===== config.mk =====
export PLATFORM = sky130hd
export DESIGN_NAME = serial_alu_ctrl
export DESIGN_NICKNAME = d
export VERILOG_FILES = /design/src/rtl/alu_pkg.sv /design/src/rtl/alu_bit_slice.sv /design/src/rtl/serial_alu_ctrl.sv
export SDC_FILE = /design/constraint.sdc
export NUM_CORES = 1
export LEC_CHECK = 0
export ABC_AREA = 1
export CAP_MARGIN = 15
export CORE_MARGIN = 2
export CORE_UTILIZATION = 53
export DETAILED_ROUTE_END_ITERATION = 10
export GPL_TIMING_DRIVEN = 0
export PLACE_DENSITY_LB_ADDON = 0.25
export SLEW_MARGIN = 20
export SYNTH_ARGS = -nofsm -noshare
export SYNTH_HDL_FRONTEND = slang
export SYNTH_HIERARCHICAL = 1
export SYNTH_SLANG_ARGS = --single-unit

===== constraint.sdc =====
create_clock -name clk_i -period 7.1 [get_ports clk_i]
set_clock_uncertainty 0.2 [all_clocks]
set_input_delay 1.42 -clock clk_i [delete_from_list [all_inputs] [get_ports clk_i]]
set_output_delay 1.42 -clock clk_i [all_outputs]
set_load 0.05 [all_outputs]

===== src/rtl/alu_pkg.sv =====
// alu_pkg: opcodes, 1-bit slice op encodings, sequencer states and opcode decode.
// Revision 1.0
`default_nettype none
package alu_pkg;

  localparam logic [3:0] ALU_AND_C = 4'b0000;
  localparam logic [3:0] ALU_OR_C  = 4'b0001;
  localparam logic [3:0] ALU_ADD_C = 4'b0010;
  localparam logic [3:0] ALU_SUB_C = 4'b0110;
  localparam logic [3:0] ALU_SLT_C = 4'b0111;
  localparam logic [3:0] ALU_NOR_C = 4'b1100;

  localparam logic [1:0] OP_AND = 2'b00;
  localparam logic [1:0] OP_OR  = 2'b01;
  localparam logic [1:0] OP_ADD = 2'b10;
  localparam logic [1:0] OP_SLT = 2'b11;

  typedef enum logic [1:0] {
    IDLE = 2'd0,
    RUN  = 2'd1,
    DONE = 2'd2
  } state_t;

  typedef struct packed {
    logic       valid;
    logic       a_inv;
    logic       b_inv;
    logic [1:0] op;
  } alu_ctl_t;

  function automatic alu_ctl_t decode_op(input logic [3:0] opc);
    alu_ctl_t c;
    c = '0;
    c.valid = 1'b1;
    case (opc)
      ALU_AND_C: c.op = OP_AND;
      ALU_OR_C:  c.op = OP_OR;
      ALU_ADD_C: c.op = OP_ADD;
      ALU_SUB_C: begin c.b_inv = 1'b1; c.op = OP_ADD; end
      ALU_SLT_C: begin c.b_inv = 1'b1; c.op = OP_SLT; end
      ALU_NOR_C: begin c.a_inv = 1'b1; c.b_inv = 1'b1; c.op = OP_AND; end
      default:   c.valid = 1'b0;
    endcase
    return c;
  endfunction

endpackage
`default_nettype wire


===== src/rtl/alu_bit_slice.sv =====
// alu_bit_slice: combinational 1-bit ALU slice (AND/OR/ADD/SLT with operand inversion).
// Revision 1.0
`default_nettype none
module alu_bit_slice
  import alu_pkg::*;
(
  input  logic       a,
  input  logic       b,
  input  logic       a_inv,
  input  logic       b_inv,
  input  logic       cin,
  input  logic [1:0] op,
  input  logic       set,
  output logic       result,
  output logic       sum,
  output logic       cout
);

  logic a_eff;
  logic b_eff;

  always_comb begin
    a_eff = a ^ a_inv;
    b_eff = b ^ b_inv;
    sum   = a_eff ^ b_eff ^ cin;
    cout  = (a_eff & b_eff) | (a_eff & cin) | (b_eff & cin);
    case (op)
      OP_AND:  result = a_eff & b_eff;
      OP_OR:   result = a_eff | b_eff;
      OP_ADD:  result = sum;
      default: result = set;
    endcase
  end

endmodule
`default_nettype wire


===== src/rtl/serial_alu_ctrl.sv =====
// serial_alu_ctrl: bit-serial ALU sequencer, one result bit per clock, LSB first.
// Revision 1.0
`default_nettype none
module serial_alu_ctrl
  import alu_pkg::*;
#(
  parameter int WIDTH = 32,
  parameter int CNT_W = $clog2(WIDTH)
) (
  input  logic             clk_i,
  input  logic             rst_i,
  input  logic             start_i,
  input  logic [3:0]       ALU_control_i,
  input  logic [WIDTH-1:0] src1_i,
  input  logic [WIDTH-1:0] src2_i,
  output logic             ready_o,
  output logic             busy_o,
  output logic             done_o,
  output logic [WIDTH-1:0] result_o,
  output logic             zero_o,
  output logic             cout_o,
  output logic             overflow_o
);

  state_t           state;
  alu_ctl_t         ctl;
  logic [CNT_W-1:0] cnt;
  logic             carry;
  logic [WIDTH-1:0] a_sh;
  logic [WIDTH-1:0] b_sh;
  logic [WIDTH-1:0] res_sh;

  logic             s_result;
  logic             s_sum;
  logic             s_cout;
  logic             last_bit;
  logic             arith;
  logic             ovf_bit;
  logic             set_bit;
  logic [WIDTH-1:0] final_res;

  alu_bit_slice u_slice (
    .a      (a_sh[0]),
    .b      (b_sh[0]),
    .a_inv  (ctl.a_inv),
    .b_inv  (ctl.b_inv),
    .cin    (carry),
    .op     (ctl.op),
    .set    (1'b0),
    .result (s_result),
    .sum    (s_sum),
    .cout   (s_cout)
  );

  // Final-bit resolution: SLT uses the overflow-corrected sign of A-B.
  always_comb begin
    last_bit  = (cnt == CNT_W'(WIDTH - 1));
    arith     = ctl.valid & ((ctl.op == OP_ADD) | (ctl.op == OP_SLT));
    ovf_bit   = carry ^ s_cout;
    set_bit   = s_sum ^ ovf_bit;
    final_res = '0;
    if (ctl.valid) begin
      if (ctl.op == OP_SLT) final_res = {{(WIDTH-1){1'b0}}, set_bit};
      else                  final_res = {s_result, res_sh[WIDTH-1:1]};
    end
  end

  always_ff @(posedge clk_i or posedge rst_i) begin
    if (rst_i) begin
      state      <= IDLE;
      ctl        <= '0;
      cnt        <= '0;
      carry      <= 1'b0;
      a_sh       <= '0;
      b_sh       <= '0;
      res_sh     <= '0;
      ready_o    <= 1'b1;
      busy_o     <= 1'b0;
      done_o     <= 1'b0;
      result_o   <= '0;
      zero_o     <= 1'b0;
      cout_o     <= 1'b0;
      overflow_o <= 1'b0;
    end else begin
      case (state)
        IDLE: begin
          if (start_i && ready_o) begin
            a_sh    <= src1_i;
            b_sh    <= src2_i;
            ctl     <= decode_op(ALU_control_i);
            carry   <= decode_op(ALU_control_i).b_inv;
            cnt     <= '0;
            ready_o <= 1'b0;
            busy_o  <= 1'b1;
            state   <= RUN;
          end
        end
        RUN: begin
          carry  <= s_cout;
          a_sh   <= a_sh >> 1;
          b_sh   <= b_sh >> 1;
          res_sh <= {s_result, res_sh[WIDTH-1:1]};
          cnt    <= cnt + CNT_W'(1);
          if (last_bit) begin
            result_o   <= final_res;
            zero_o     <= (final_res == '0);
            cout_o     <= arith & s_cout;
            overflow_o <= arith & ovf_bit;
            busy_o     <= 1'b0;
            done_o     <= 1'b1;
            state      <= DONE;
          end
        end
        DONE: begin
          done_o  <= 1'b0;
          ready_o <= 1'b1;
          state   <= IDLE;
        end
        default: begin
          ready_o <= 1'b1;
          busy_o  <= 1'b0;
          done_o  <= 1'b0;
          state   <= IDLE;
        end
      endcase
    end
  end

endmodule
`default_nettype wire


==> implementation parameters <==
Parameter                              Value

Logic synthesis
  Register area share after synthesis    a little under three fifths
  Syn Std Cell Area    6520 sq um
  Register bit total from synthesis    ~150
  Synth warn    6
  Cell count after synthesis    around 760
  Number of unique standard cell types used by synthesis    33
  Syn_nets    ~840
  Avg Cell Area, Syn    8.55 sq um

Die
  Floorplan Core Area    roughly 12000 sq um
  Area of the die    roughly 13000 sq um
  Number of primary I/O pins    approximately 110
  Initial standard-cell utilization of the core    a little over half
  Y dimension of the die    ~110 um
  Core Rows    40
  X dimension of the die    115 um

Timing
  Worst Max-Slew Pin Slew    ~0.54 ns
  Fmax    around 300 MHz
  Final critical delay including setup and external delays    around 3.4 ns
  Number of hold-slack violations in the final timing report    0
  Share of the clock period used by the worst path after layout    47.6%
  Headroom to the max-slew limit    between 60% and 70%
  Count of final setup violators    0
  Final setup slack of the worst path    between 3 and 4 ns
  Final slew viol count    0
  Unrepaired setup endpoints after global routing    false
  Post-route setup TNS    0 ns

Routing
  Routed metal-1 wirelength    roughly 6.3 mm
  Highest layer used for signal routing    met4
  DRC errors left    0
  Drt via density    around 5.4
  Routed length on met2    about 7.9 mm
  Final wirelength    roughly 15 mm
  Antenna-violating nets left    0
  Detailed Route Iter0 Violations    roughly 390
  Number of detailed-route iterations in the first pass    5
  Wire length per cell after detailed routing    roughly 15 um
  Total vias in the final route    approximately 5600
  Routed length on met3    889 um

Placement
  Routability-driven placement congestion ratio    0.870
  Placed standard-cell area    ~7800 sq um
  Placed Instances    just over 1000
  Worst Setup Slack post-DPL    3.68 ns
  Count of buffers inserted at the top-level ports    108
  Post-detail-place hpwl    ~11 mm

Power and ir drop
  Leakage power summed over all cells    between 3 and 4 nW
  Maximum vdd ir drop    roughly 0.23 mV
  Total power divided by cell area    480 nW/um^2

Critical path
  Sequence of cells on the critical path    clkdlybuf4s50_1
  Reg-to-Reg Start    ctl[3]$_DFFE_PP0P_
  Worst reg-to-reg setup slack    4.77 ns
  Data required time at the worst endpoint    about 5.5 ns
  R2R depth    13
  Number of buffer and inverter instances along the worst setup path    1
  Critical path class    flop to output pin
  Cell family with most CP delay    buffers and inverters
  Startpoint types    flop
  Crit path DAT    1.76 ns
  Slowest cell on the critical path    clkdlybuf4s50_1
  End of the worst register-to-register path    zero_o$_DFFE_PP0P_
  Crit-path max FO    3
  Setup crit end kind    output pin
  Longest individual stage delay on the worst path    roughly 0.80 ns

GRT
  Grt ovf    0
  Global-route wire length before repair    around 26 mm
  Number of antenna violations at the first check in global routing    0
  Total global-route track usage    between 20 and 25%
  Largest net degree at the start of global routing    76
  Number of global-route vias before repair    approximately 5600

CTS
  CTS clk-pin slew, worst paths    0.06 ns
  Clock tree from TritonCTS    built
  TritonCTS Buffers    17
  Clk Latency, worst-skew pair    approximately 0.42 ns
  H-tree depth    4
  Resize count post-CTS    0
  # clock sinks    ~150
  Cell chosen for the clock root    clkbuf_16
  # Post-CTS Setup Buffers    0
  Number of buffers added to fix hold violations after cts    0
  Maximum buffer depth of the clock tree    2

Finish
  Commonest non-fill, non-tap cell in the layout    nand2_1
  Number of inserted filler cells in the final layout    ~950
  Post-route cell area    around 8500 sq um
  Commonest cells after routing, fill and taps aside    180 x nand2_1, 145 x dfrtp_1, 139 x nor2_1
  Growth of design area from synthesis to finish    31.0%
  Number of standard cells in the final layout excluding fillers    approximately 1100
  Layout Nets    967
  Number of antenna diodes    0
  Share of final-layout standard cells stronger than drive strength 1    under 10%

Worst hold path
  Class of the worst hold path    flop to flop
  Hold Crit Depth    2
  Worst min-delay path endpoint    result_o[6]$_DFFE_PP0P_
  Hold wc startpoint    result_o[6]$_DFFE_PP0P_

Run status
  Status    complete, no violations

Flow run
  Max-capacitance violation count    0
## Yosys cell counts (all sizes together)
master,number,area (sq um)
nand2,182,693
dfrtp,145,3630
nor2,140,533
nor3,121,677
nand3,37,185
o21ai,37,185
buf,29,193
inv,24,92.6
clkbuf,19,71.3
a22o,4,35.0
ha,4,50.1
a21oi,3,15.0
a31oi,3,18.8
xor2,3,26.3
o21a,2,15.0
o31ai,2,15.0
xnor2,2,17.5
conb,1,3.75
dfstp,1,26.3
fa,1,20.0
o211ai,1,7.51
o22a,1,8.76
o22ai,1,6.26
## worst min-delay path, stage by stage (launching register included)
cell     delay (ns)
dfrtp_1        0.34
nand2_1        0.05
o21ai_0        0.05
## power breakdown
group | switching (mW) | internal, mW | total, mW
sequential | 0.225 | 1.18 | 1.40
clock | 0.349 | 0.738 | 1.09
combinational | 1.03 | 0.589 | 1.62
## registers in the layout, summed over array words and instances, names as in the netlist, 2 cells and up
name,count
a_sh,32
b_sh,32
result_o,32
res_sh,31
cnt,5
ctl,5
state,2
## worst max-delay path by stage
stage               cells after the start                   to  slack, ns                 from
global route                            1              ready_o       3.70  ready_o$_DFFE_PP1P_
global placement                        2  b_sh[8]$_DFFE_PP0P_      -0.20                rst_i
floorplan                               1  a_sh[0]$_DFFE_PP0P_       1.56                rst_i
CTS                                     1              ready_o       3.71  ready_o$_DFFE_PP1P_
finish                                  1              ready_o       3.72  ready_o$_DFFE_PP1P_
detailed placement                      8  a_sh[0]$_DFFE_PP0P_       3.68              start_i
## per-stage QoR
step                hold WS (ns)  utilization (%)  total power, mW
floorplan                  0.250                -             2.53
global placement           0.267             64.8             2.94
detailed placement         0.270             65.1             3.02
CTS                        0.287             71.1             4.11
global route               0.307             71.1             4.36
finish                     0.279             71.1             4.11
## routing by layer
metal / track usage, % / vias to the layer above
li1: - / 2733
met1: 30.5 / 2714
met2: 42.7 / 174
met3: 5.69 / 23
met4: 7.95 / 0
met5: 0 / -
## logic make-up after synthesis
logic type	count (synthesis)	share of synthesized area (%)
XOR/XNOR	5	0.671
buffers and inverters	72	5.47
flip-flops	146	56.0
adder cells (fa/ha/maj)	5	1.07
other	1	0.0575
AO/OA/AOI/OAI	54	4.70
AND/OR/NAND/NOR	480	32.0
## cell type report
type,count,area [sq um],share of cell area (%)
tap,147,184,2.15
clock buffer,18,439,5.14
buffer,48,264,3.09
timing repair buffer,109,1110,13.0
clock inverter,14,283,3.31
sequential,146,3650,42.8
inverter,24,100,1.17
multi-input combinational,545,2510,29.4
Note: power is estimated with default switching activity, not from simulation.
